`config.mk`:
```
export PLATFORM = sky130hd
export DESIGN_NAME = dcc_rx
export DESIGN_NICKNAME = d
export VERILOG_FILES = /design/src/rtl/dcc_pkg.sv /design/src/rtl/dcc_bit_decoder.sv /design/src/rtl/dcc_rx.sv
export SDC_FILE = /design/constraint.sdc
export NUM_CORES = 1
export LEC_CHECK = 0
export ABC_AREA = 0
export BUFFER_PORTS_ARGS = -buffer_cell sky130_fd_sc_hd__buf_2
export CORE_AREA = 2 2 83 145
export CTS_BUF_LIST = sky130_fd_sc_hd__clkbuf_4 sky130_fd_sc_hd__clkbuf_8
export DETAILED_ROUTE_END_ITERATION = 10
export DIE_AREA = 0 0 85 147
export GPL_TIMING_DRIVEN = 0
export PLACE_DENSITY = 0.78
export REMOVE_ABC_BUFFERS = 1
export SLEW_MARGIN = 15
export SYNTH_ARGS = -nofsm -noshare
export SYNTH_HDL_FRONTEND = slang
export SYNTH_SLANG_ARGS = --single-unit
```
`constraint.sdc`:
```
create_clock -name clk -period 3.1 [get_ports clk]
set_input_delay 0.62 -clock clk [delete_from_list [all_inputs] [get_ports clk]]
set_output_delay 0.62 -clock clk [all_outputs]
set_load 0.1 [all_outputs]
```
`src/rtl/dcc_pkg.sv`:
```
// dcc_pkg: shared types and constants for the DCC track receiver.
//   dcc_state_e  : packet FSM states (HUNT / DATA / SEP)
//   half_cls_e   : half-bit classification (ONE / ZERO / INVALID)
//   DCC_*        : default half-bit timing (clk cycles) and preamble length
//   pkt_mask     : byte-lane mask for a given data-byte count
package dcc_pkg;

    typedef enum logic [1:0] {
        ST_HUNT = 2'd0,
        ST_DATA = 2'd1,
        ST_SEP  = 2'd2
    } dcc_state_e;

    typedef enum logic [1:0] {
        HB_ONE     = 2'd0,
        HB_ZERO    = 2'd1,
        HB_INVALID = 2'd2
    } half_cls_e;

    localparam int DCC_ONE_MIN      = 52;
    localparam int DCC_ONE_MAX      = 64;
    localparam int DCC_ZERO_MIN     = 90;
    localparam int DCC_ZERO_MAX     = 10000;
    localparam int DCC_PREAMBLE_MIN = 10;

    // Keeps only the lanes holding data bytes; the error byte and stale
    // bytes from older packets are zeroed.
    function automatic logic [23:0] pkt_mask(input logic [1:0] len);
        case (len)
            2'd1:    return 24'h0000FF;
            2'd2:    return 24'h00FFFF;
            2'd3:    return 24'hFFFFFF;
            default: return 24'h000000;
        endcase
    endfunction

endpackage

```
`src/rtl/dcc_bit_decoder.sv`:
```
// dcc_bit_decoder: turns the raw track polarity into DCC bits.
//   Synchronises track_in (2 flops), optionally majority-filters it
//   (macro DCC_RX_GLITCH_FILTER_EN), times the gap between level changes,
//   classifies each half-bit and pairs equal halves into one bit.
// Ports:
//   clk, reset_n  : clock, async active-low reset
//   track_in      : raw track polarity (asynchronous)
//   bit_valid     : one-cycle pulse, a bit was decoded
//   bit_value     : value of the decoded bit (valid with bit_valid)
//   half_invalid  : one-cycle pulse, an out-of-range half-bit was seen
module dcc_bit_decoder import dcc_pkg::*; #(
    parameter int ONE_MIN  = DCC_ONE_MIN,
    parameter int ONE_MAX  = DCC_ONE_MAX,
    parameter int ZERO_MIN = DCC_ZERO_MIN,
    parameter int ZERO_MAX = DCC_ZERO_MAX
) (
    input  logic clk,
    input  logic reset_n,
    input  logic track_in,
    output logic bit_valid,
    output logic bit_value,
    output logic half_invalid
);

    localparam logic [16:0] ONE_MIN_W  = 17'(ONE_MIN);
    localparam logic [16:0] ONE_MAX_W  = 17'(ONE_MAX);
    localparam logic [16:0] ZERO_MIN_W = 17'(ZERO_MIN);
    localparam logic [16:0] ZERO_MAX_W = 17'(ZERO_MAX);
    localparam logic [15:0] TMO_W      = 16'(ZERO_MAX);

    logic        sync1_q, sync2_q, lvl_prev_q, lvl, edge_det;
    logic [15:0] cnt_q, cnt_d;
    logic [16:0] half_len;
    logic        half_evt;
    half_cls_e   cls, first_q, first_d;
    logic        have_q, have_d;
    logic        bit_valid_q, bit_valid_d, bit_value_q, bit_value_d;
    logic        half_inv_q, half_inv_d;

`ifdef DCC_RX_GLITCH_FILTER_EN
    // 2-of-3 vote over the last three synchronised samples: single-cycle
    // pulses never win the vote, and real edges appear two cycles later.
    logic [2:0] hist_q;
    always_ff @(posedge clk or negedge reset_n)
        if (!reset_n) hist_q <= '0;
        else          hist_q <= {hist_q[1:0], sync2_q};
    assign lvl = (hist_q[0] & hist_q[1]) | (hist_q[0] & hist_q[2]) |
                 (hist_q[1] & hist_q[2]);
`else
    assign lvl = sync2_q;
`endif

    assign edge_det = lvl ^ lvl_prev_q;
    // Counter clears on the edge, so the closing edge sees length-1.
    assign half_len = {1'b0, cnt_q} + 17'd1;
    // Timeout fires once, when the open half has just exceeded ZERO_MAX.
    assign half_evt = edge_det || (cnt_q == TMO_W);

    always_comb begin
        cls = HB_INVALID;
        if (edge_det) begin
            if (half_len >= ONE_MIN_W && half_len <= ONE_MAX_W)
                cls = HB_ONE;
            else if (half_len >= ZERO_MIN_W && half_len <= ZERO_MAX_W)
                cls = HB_ZERO;
        end
    end

    always_comb begin
        cnt_d = edge_det ? 16'd0 : ((cnt_q == 16'hFFFF) ? cnt_q : cnt_q + 16'd1);
        have_d      = have_q;
        first_d     = first_q;
        bit_valid_d = 1'b0;
        bit_value_d = bit_value_q;
        half_inv_d  = 1'b0;
        if (half_evt) begin
            if (cls == HB_INVALID) begin
                have_d     = 1'b0;
                half_inv_d = 1'b1;
            end else if (have_q && cls == first_q) begin
                have_d      = 1'b0;
                bit_valid_d = 1'b1;
                bit_value_d = (cls == HB_ONE);
            end else begin
                // First half, or a mismatch: this half starts a new pair.
                have_d  = 1'b1;
                first_d = cls;
            end
        end
    end

    always_ff @(posedge clk or negedge reset_n) begin
        if (!reset_n) begin
            sync1_q     <= 1'b0;
            sync2_q     <= 1'b0;
            lvl_prev_q  <= 1'b0;
            cnt_q       <= '0;
            have_q      <= 1'b0;
            first_q     <= HB_ONE;
            bit_valid_q <= 1'b0;
            bit_value_q <= 1'b0;
            half_inv_q  <= 1'b0;
        end else begin
            sync1_q     <= track_in;
            sync2_q     <= sync1_q;
            lvl_prev_q  <= lvl;
            cnt_q       <= cnt_d;
            have_q      <= have_d;
            first_q     <= first_d;
            bit_valid_q <= bit_valid_d;
            bit_value_q <= bit_value_d;
            half_inv_q  <= half_inv_d;
        end
    end

    assign bit_valid    = bit_valid_q;
    assign bit_value    = bit_value_q;
    assign half_invalid = half_inv_q;

endmodule

```
`src/rtl/dcc_rx.sv`:
```
// dcc_rx: DCC packet receiver. Decodes bits (dcc_bit_decoder), frames
//   preamble / data bytes / separators / end bit, checks the XOR error byte
//   and offers packets on a valid/ready interface.
// Ports:
//   clk, reset_n          : clock, async active-low reset
//   track_in              : raw track polarity (asynchronous)
//   pkt_valid / pkt_ready : packet handshake
//   pkt_data, pkt_len     : data bytes (first in [7:0]) and count 1..3
//   err_xor, err_frame,
//   overflow              : one-cycle error pulses
// Optional macro: DCC_RX_GLITCH_FILTER_EN (majority filter in the decoder).
module dcc_rx import dcc_pkg::*; #(
    parameter int ONE_MIN      = DCC_ONE_MIN,
    parameter int ONE_MAX      = DCC_ONE_MAX,
    parameter int ZERO_MIN     = DCC_ZERO_MIN,
    parameter int ZERO_MAX     = DCC_ZERO_MAX,
    parameter int PREAMBLE_MIN = DCC_PREAMBLE_MIN
) (
    input  logic        clk,
    input  logic        reset_n,
    input  logic        track_in,
    output logic        pkt_valid,
    input  logic        pkt_ready,
    output logic [23:0] pkt_data,
    output logic [1:0]  pkt_len,
    output logic        err_xor,
    output logic        err_frame,
    output logic        overflow
);

    localparam logic [7:0] PRE_W = 8'(PREAMBLE_MIN);

    logic bit_valid, bit_value, half_invalid;

    dcc_bit_decoder #(
        .ONE_MIN(ONE_MIN), .ONE_MAX(ONE_MAX),
        .ZERO_MIN(ZERO_MIN), .ZERO_MAX(ZERO_MAX)
    ) u_dec (
        .clk(clk), .reset_n(reset_n), .track_in(track_in),
        .bit_valid(bit_valid), .bit_value(bit_value), .half_invalid(half_invalid)
    );

    dcc_state_e  state_q, state_d;
    logic [7:0]  ones_cnt_q, ones_cnt_d, xor_q, xor_d;
    logic [6:0]  shift_q, shift_d;
    logic [2:0]  bit_cnt_q, bit_cnt_d, byte_cnt_q, byte_cnt_d;
    logic [23:0] bytes_q, bytes_d, pkt_data_q, pkt_data_d;
    logic [1:0]  pkt_len_q, pkt_len_d, done_len;
    logic        pkt_valid_q, pkt_valid_d, err_xor_q, err_xor_d;
    logic        err_frame_q, err_frame_d, overflow_q, overflow_d;
    logic        pkt_done;
    logic [7:0]  new_byte;

    assign new_byte = {shift_q, bit_value};
    assign done_len = 2'(byte_cnt_q - 3'd1);

    // State register
    always_ff @(posedge clk or negedge reset_n)
        if (!reset_n) state_q <= ST_HUNT;
        else          state_q <= state_d;

    // Next-state logic
    always_comb begin
        state_d = state_q;
        if (half_invalid) begin
            state_d = ST_HUNT;
        end else if (bit_valid) begin
            case (state_q)
                ST_HUNT: if (!bit_value && ones_cnt_q >= PRE_W) state_d = ST_DATA;
                ST_DATA: if (bit_cnt_q == 3'd7)
                             state_d = (byte_cnt_q == 3'd4) ? ST_HUNT : ST_SEP;
                ST_SEP:  state_d = bit_value ? ST_HUNT : ST_DATA;
                default: state_d = ST_HUNT;
            endcase
        end
    end

    // Datapath and output logic
    always_comb begin
        ones_cnt_d  = ones_cnt_q;
        xor_d       = xor_q;
        shift_d     = shift_q;
        bit_cnt_d   = bit_cnt_q;
        byte_cnt_d  = byte_cnt_q;
        bytes_d     = bytes_q;
        pkt_valid_d = pkt_valid_q;
        pkt_data_d  = pkt_data_q;
        pkt_len_d   = pkt_len_q;
        err_xor_d   = 1'b0;
        err_frame_d = 1'b0;
        overflow_d  = 1'b0;
        pkt_done    = 1'b0;

        if (half_invalid) begin
            ones_cnt_d  = 8'd0;
            err_frame_d = (state_q != ST_HUNT);
        end else if (bit_valid) begin
            case (state_q)
                ST_HUNT: begin
                    if (bit_value) begin
                        if (ones_cnt_q != 8'hFF) ones_cnt_d = ones_cnt_q + 8'd1;
                    end else begin
                        ones_cnt_d = 8'd0;
                        if (ones_cnt_q >= PRE_W) begin
                            byte_cnt_d = 3'd0;
                            bit_cnt_d  = 3'd0;
                            xor_d      = 8'd0;
                        end
                    end
                end
                ST_DATA: begin
                    shift_d   = new_byte[6:0];
                    bit_cnt_d = bit_cnt_q + 3'd1;
                    if (bit_cnt_q == 3'd7) begin
                        if (byte_cnt_q == 3'd4) begin
                            // Fifth byte: longer than any legal packet.
                            err_frame_d = 1'b1;
                            ones_cnt_d  = 8'd0;
                        end else begin
                            // Lane 3 can only ever hold the error byte,
                            // which is already folded into xor_acc.
                            case (byte_cnt_q[1:0])
                                2'd0:    bytes_d[7:0]   = new_byte;
                                2'd1:    bytes_d[15:8]  = new_byte;
                                2'd2:    bytes_d[23:16] = new_byte;
                                default: ;
                            endcase
                            xor_d      = xor_q ^ new_byte;
                            byte_cnt_d = byte_cnt_q + 3'd1;
                        end
                    end
                end
                ST_SEP: begin
                    bit_cnt_d = 3'd0;
                    if (bit_value) begin
                        if (byte_cnt_q == 3'd1) begin
                            err_frame_d = 1'b1;
                            ones_cnt_d  = 8'd0;
                        end else begin
                            ones_cnt_d = 8'd1;
                            if (xor_q != 8'd0) err_xor_d = 1'b1;
                            else               pkt_done  = 1'b1;
                        end
                    end
                end
                default: ;
            endcase
        end

        if (pkt_valid_q && pkt_ready) pkt_valid_d = 1'b0;
        if (pkt_done) begin
            if (pkt_valid_q && !pkt_ready) begin
                overflow_d = 1'b1;
            end else begin
                pkt_valid_d = 1'b1;
                pkt_len_d   = done_len;
                pkt_data_d  = bytes_q & pkt_mask(done_len);
            end
        end
    end

    always_ff @(posedge clk or negedge reset_n) begin
        if (!reset_n) begin
            ones_cnt_q  <= '0;
            xor_q       <= '0;
            shift_q     <= '0;
            bit_cnt_q   <= '0;
            byte_cnt_q  <= '0;
            bytes_q     <= '0;
            pkt_valid_q <= 1'b0;
            pkt_data_q  <= '0;
            pkt_len_q   <= '0;
            err_xor_q   <= 1'b0;
            err_frame_q <= 1'b0;
            overflow_q  <= 1'b0;
        end else begin
            ones_cnt_q  <= ones_cnt_d;
            xor_q       <= xor_d;
            shift_q     <= shift_d;
            bit_cnt_q   <= bit_cnt_d;
            byte_cnt_q  <= byte_cnt_d;
            bytes_q     <= bytes_d;
            pkt_valid_q <= pkt_valid_d;
            pkt_data_q  <= pkt_data_d;
            pkt_len_q   <= pkt_len_d;
            err_xor_q   <= err_xor_d;
            err_frame_q <= err_frame_d;
            overflow_q  <= overflow_d;
        end
    end

    assign pkt_valid = pkt_valid_q;
    assign pkt_data  = pkt_data_q;
    assign pkt_len   = pkt_len_q;
    assign err_xor   = err_xor_q;
    assign err_frame = err_frame_q;
    assign overflow  = overflow_q;

endmodule
```
After elaboration in Yosys (flattened, before gate mapping)
Index checks and enable logic that the tools add are counted.
{"block": "totals", "reg_bits": 110, "latch_bits": 0, "ram_bits": 0, "mem_bits_ro": 0, "inputBits": 4, "out_inout_bits": 30, "word_cells": 163, "memories": 0}
{"block": "classes", "n_addsub": 6, "n_mul": 0, "n_div": 0, "magnitude_cmp": 5, "eq_ne": 25, "shifts": 0, "mux": 66, "bitwise": 8, "n_reduce_logical": 29}
{"cell": "$mux W8", "count": 11}
{"cell": "$pmux W24 S3", "count": 1}
{"cell": "$mux W24", "count": 2}
{"cell": "$mux W1", "count": 32}
{"cell": "$mux W16", "count": 2}
{"cell": "$and A24 B24 Y24", "count": 1}
{"cell": "$pmux W8 S3", "count": 1}
{"cell": "$reduce_and A6 Y1", "count": 4}
{"cell": "$add A16 B1 Y17 const B", "count": 1}
{"cell": "$ge A17 B6 Y1 const B", "count": 1}
{"cell": "$ge A17 B7 Y1 const B", "count": 1}
{"cell": "$le A17 B14 Y1 const B", "count": 1}
{"cell": "$le A17 B7 Y1 const B", "count": 1}
{"cell": "$add A16 B1 Y16 const B", "count": 1}
{"cell": "$eq A16 B14 Y1 const B", "count": 1}
{"cell": "$eq A16 B16 Y1 const B", "count": 1}
{"cell": "$mux W2", "count": 8}
{"cell": "$pmux W8 S2", "count": 1}
{"cell": "$mux W3", "count": 4}
{"cell": "$reduce_and A3 Y1", "count": 4}
{"cell": "$eq A2 B2 Y1 const B", "count": 5}
{"cell": "$ne A3 B2 Y1 const B", "count": 3}
{"cell": "$pmux W3 S3", "count": 1}
{"cell": "$add A8 B1 Y8 const B", "count": 1}
{"cell": "other kinds (29)", "count": 50}

Logic depth before layout (Yosys ltp)
{"block": "depth", "word_depth": 11, "depth_mapped": 10}

Hierarchy
From an unflattened synthesis, not the netlist that was laid out.
{"block": "unflattened", "cells_unflattened": 546, "hier_area_um2": 5778.0}
{"mod": "dcc_rx", "n_inst": 1, "cells_each": 350, "area_per_inst_um2": 4056.4, "seq_area_each_um2": 2127.0}
{"mod": "dcc_bit_decoder", "n_inst": 1, "cells_each": 196, "area_per_inst_um2": 1721.7, "seq_area_each_um2": 625.6}

Worst setup path after synthesis
OpenSTA, ideal clock, no wires.
{"block": "synth_timing", "path_kind": "register -> register", "startpoint": "register u_dec.cnt_q[1]", "endpoint": "register u_dec.bit_value_q (netlist: u_dec.bit_value)", "setup_ps": 73, "t_arrival_ps": 2298, "t_required_ps": 3027, "path_slack_ps": 729, "stages_incl_launch_ff": 10, "n_path_buf": 1, "path_cell_list": "dfrtp_1 > ha_1 > and3_1 > buf_6 > or4b_1 > a21oi_2 > o221ai_2 > o21ba_1 > a31o_1 > a21oi_2"}
{"block": "synth_via", "elab_chain_cells": 9}
{"item": "from (decl)", "line_no": "dcc_bit_decoder.sv:32", "source": "logic [15:0] cnt_q, cnt_d;"}
{"item": "from (signal assigned)", "line_no": "dcc_bit_decoder.sv:107", "source": "cnt_q <= cnt_d;"}
{"item": "$add A16 B1 Y17", "line_no": "dcc_bit_decoder.sv:55", "source": "assign half_len = {1'b0, cnt_q} + 17'd1;"}
{"item": "$ge A17 B7 Y1 / $le A17 B14 Y1 (equally long branches)", "line_no": "dcc_bit_decoder.sv:64", "source": "else if (half_len >= ZERO_MIN_W && half_len <= ZERO_MAX_W)"}
{"item": "$logic_and A1 B1 Y1", "line_no": "dcc_bit_decoder.sv:64"}
{"item": "$mux W2", "line_no": "dcc_bit_decoder.sv:64"}
{"item": "$mux W2", "line_no": "dcc_bit_decoder.sv:62", "source": "if (half_len >= ONE_MIN_W && half_len <= ONE_MAX_W)"}
{"item": "$mux W2", "line_no": "dcc_bit_decoder.sv:61", "source": "if (edge_det) begin"}
{"item": "$eq A2 B2 Y1 (on tied branches)", "line_no": "dcc_bit_decoder.sv:80, dcc_bit_decoder.sv:77"}
{"item": "$logic_and A1 B1 Y1 / $not A1 Y1 (equally long branches)"}
{"item": "$reduce_and A3 Y1 (no source line)"}
{"item": "to (signal assigned)", "line_no": "dcc_bit_decoder.sv:111", "source": "bit_value_q <= bit_value_d;"}
{"item": "to (decl)", "line_no": "dcc_bit_decoder.sv:37", "source": "logic bit_valid_q, bit_valid_d, bit_value_q, bit_value_d;"}
Several ways; a longest one is shown, not always the timed one.
A chain may end at the register's enable or synchronous reset.

Final worst setup path
{"block": "layout_timing", "startpoint": "register u_dec.cnt_q[1]", "endpoint": "register u_dec.half_inv_q (netlist: u_dec.half_invalid)"}
{"block": "layout_via", "elab_chain_cells": 9}
{"item": "$add A16 B1 Y17", "line_no": "dcc_bit_decoder.sv:55"}
{"item": "$ge A17 B7 Y1 / $le A17 B14 Y1 (equally long branches)", "line_no": "dcc_bit_decoder.sv:64"}
{"item": "$logic_and A1 B1 Y1", "line_no": "dcc_bit_decoder.sv:64"}
{"item": "$mux W2", "line_no": "dcc_bit_decoder.sv:64"}
{"item": "$mux W2", "line_no": "dcc_bit_decoder.sv:62"}
{"item": "$mux W2", "line_no": "dcc_bit_decoder.sv:61"}
{"item": "$eq A2 B2 Y1", "line_no": "dcc_bit_decoder.sv:77", "source": "if (cls == HB_INVALID) begin"}
{"item": "$mux W1", "line_no": "dcc_bit_decoder.sv:77"}
{"item": "$mux W1 *", "line_no": "dcc_bit_decoder.sv:76", "source": "if (half_evt) begin"}
{"item": "named net u_dec.half_inv_d", "line_no": "dcc_bit_decoder.sv:38", "source": "logic half_inv_q, half_inv_d;"}
{"item": "to (signal assigned)", "line_no": "dcc_bit_decoder.sv:112", "source": "half_inv_q <= half_inv_d;"}
{"item": "to (decl)", "line_no": "dcc_bit_decoder.sv:38"}
Mark *: on every way through the listed nets, which the timed path passes. The rest lies on a longest branch.

==> flow_summary.ini <==
[grt]
grt-ovfl-total = 0
track_usage_pct = 19.0
grt_max_degree = 90
grt_pass1_vias = 4129
grt_pass1_wl_um = 19300
antenna_found_initial = 0

[pwr]
p_switching_mw = 0.635
pwr-share-clk_pct = 37.1
p_comb_share_pct = 4.4
swShare_pct = 25.2
cellLeakagePower_nw = 2.70
intPower_mw = 1.89
p_per_area_nw_per_um2 = 416
ir_drop_mv = 0.332
p_seq_share_pct = 58.4

[routing]
drtIter0Drc = 181
wl_per_cell_um = 16.0
vias = 4217
drc = 0
drt_wl_total_um = 11500
postRouteAntennaNets = 0
vias_per_cell = 5.87
firstDrtPassIters = 4

[setup_path]
crit_type = flip-flop to flip-flop
endpoint_kind = flip-flop
ff2ff_path_depth = 8
required_ns = 3.43
path_max_fanout = 14
arrival_ns = 3.30
crit_path_start_kind = flip-flop

[yosys]
synth_most_common_cell = dfrtp_1
ys_seq_elements = 110
netlist.area_leader.share_pct = 49.3
synth_area_um2 = 5580
synth_area_leader_cell = dfrtp_1
avgSynthCellArea_um2 = 9.81
ys_warn_count = 0
ys.flop_type = dfrtp_1
synth_common_cells = dfrtp_1, nand2_1, o21ai_0
yosysSeqAreaShare_pct = 49.3
synth_edf_count = 0
async_reset_ff_share_pct = 100
syn_inst = 569
ys_types = 58
synth.area.top_cells = dfrtp_1, mux2_2, o21ai_0, nand2_1, ha_1

[sta]
rsz0062_at_grt = false
hold_slack_ns = 0.0735
period_minus_slack_ns = 2.97
fmax_mhz = 336
period_share_pct = 95.9
worst_pin_slew_ns = 0.806
maxSlewHeadroom_pct = 46.3
skew_ns = 0.0183
hold_viol_final = 0
finalSetupTns_ns = 0
final_max_slew_viol_count = 0
finalSetupViolCount = 0

[die]
die_x_um = 85
fp.coreArea_um2 = 11400
io_pins = 34
dieArea_um2 = 12500
start_util_pct = 49.0
fp-row-count = 52
fp.dieH_um = 147

[status]
status = complete, no violations

[clocking]
postCtsHoldBufs = 0
clock-sinks = 110
postCtsSetupBuffers = 0
clockBufferDepth = 2
clock_latency_ns = 0.39
cts-root-buf = clkbuf_8
cts_tree = done
path_clk_slew_ns = 0.11
cts_inserted_buffers = 9
h-tree-depth = 3

[finish]
diodes = 0
area_growth_pct = 8.45
multiInputGateArea_um2 = 2600
seqCellArea_um2 = 2760
nets = 596
post-route-util_pct = 53.2
fill_cells = 996
drive_above_1_share_pct = 16.8

[placement]
dp.final_hpwl_um = 8210
io_buffers = 33
routabilityCongestion = 0.858

[job]
drv_cap = 0

[worst_hold_path]
hold_class = input port to asynchronous set/reset pin
[final timing paths]
check / start / endpoint / slack [ns]
setup / recovery: u_dec.cnt_q[1] / u_dec.half_invalid / 0.13
min in group clk: track_in / u_dec.sync1_q / 0.34
hold / removal: reset_n / pkt_data[18] / 0.07
hold reg to reg: u_dec.sync1_q / u_dec.lvl / 0.36
max in group asynchronous: reset_n / u_dec.cnt_q[1] / 2.33
setup reg to reg: u_dec.cnt_q[1] / u_dec.half_invalid / 0.13
[cell type report]
class                   count  share of cell area (%)
repair buffers             36                    3.60
clock inverters             7                    1.74
flip-flops and latches    110                    45.5
well taps                 135                    2.79
inverters                  21                    1.30
clock buffers               9                    2.05
multi-input cells         400                    43.0
[cell usage in the layout (no fill, tap or decap), types with 3 or more instances in the layout]
master,Yosys,routed
ha_1,14,13
o32ai_1,4,4
nand4_1,10,10
nor2b_1,10,10
and2_1,3,3
nor3_1,9,9
nor2_1,26,26
inv_1,21,21
or3_1,4,4
and3_1,7,7
dfrtp_1,110,108
a21oi_1,24,24
nand2_1,61,61
and4_1,3,3
nand3_1,27,27
xor2_1,8,7
clkinv_8,0,3
a21boi_0,3,3
a32oi_1,3,3
mux2_2,34,34
a211oi_1,6,6
a21o_1,4,4
a31oi_1,8,8
o21ai_1,8,8
nand2b_1,22,21
xnor2_1,12,12
or4_1,4,4
o21ai_0,46,46
a22o_1,7,7
clkbuf_8,0,9
buf_2,7,32
[registers in the layout, indices dropped and copies added (netlist names), 3 cells and up]
signal and cells:
xor_q 8, bit_cnt_q 3, bytes_q 24, shift_q 7, byte_cnt_q 3, ones_cnt_q 8
u_dec.cnt_q 16, pkt_data 24
[layer usage]
layer | share of wire, % | vias to the layer above | track usage (%) | wire, um
li1 | - | 2022 | - | -
met1 | 39 | 2080 | 20.9 | 4430
met2 | 54 | 84 | 33.7 | 6240
met3 | 3.0 | 31 | 3.60 | 346
met4 | 3.9 | 0 | 10.2 | 447
met5 | 0 | - | 0 | 0
[worst max-delay path, cell delays in order (launching register included)]
cell,delay [ns]
dfrtp_2,0.52
ha_2,0.38
and3_1,0.44
a311oi_1,0.17
o32a_1,0.38
o32ai_1,0.28
o311ai_1,0.28
a21oi_1,0.31
a21o_1,0.16
[timing repair]
action / 4_1_cts / 5_1_grt
gates resized for setup: 1 / 2
endpoints found under the hold margin: 0 / 0
gates cloned: 0 / 0
setup endpoints to repair: 3 / 5
[stage by stage]
stage | total power [mW] | setup WS (ns) | instances | cell area [um^2]
2_1_floorplan | 1.55 | 0.510 | 531 | 5420
3_3_place_gp | 1.60 | 0.0134 | 699 | 5760
3_5_place_dp | 1.61 | -0.0320 | 701 | 5810
4_1_cts | 2.54 | 0.0434 | 717 | 6040
5_1_grt | 2.62 | 0.0127 | 718 | 6050
6_report | 2.52 | 0.127 | 718 | 6050
[power groups by stage]
stage	sequential (mW)	clock [mW]	combinational [mW]
after detailed placement	1.50	0	0.114
after global placement	1.50	0	0.102
after floorplan	1.49	0	0.0596
after CTS	1.47	0.956	0.114
after global routing	1.48	1.01	0.129
final	1.47	0.936	0.112
[cell families after synthesis]
| family | Yosys count | synth area share [%] |
|---|---|---|
| simple gates | 198 | 18.2 |
| compound gates | 134 | 15.1 |
| flops | 110 | 49.3 |
| buf+inv | 59 | 4.26 |
| mux | 34 | 6.86 |
| xor+xnor | 20 | 3.14 |
| fa+ha+maj | 14 | 3.14 |
(Power assumes the default switching activity.)
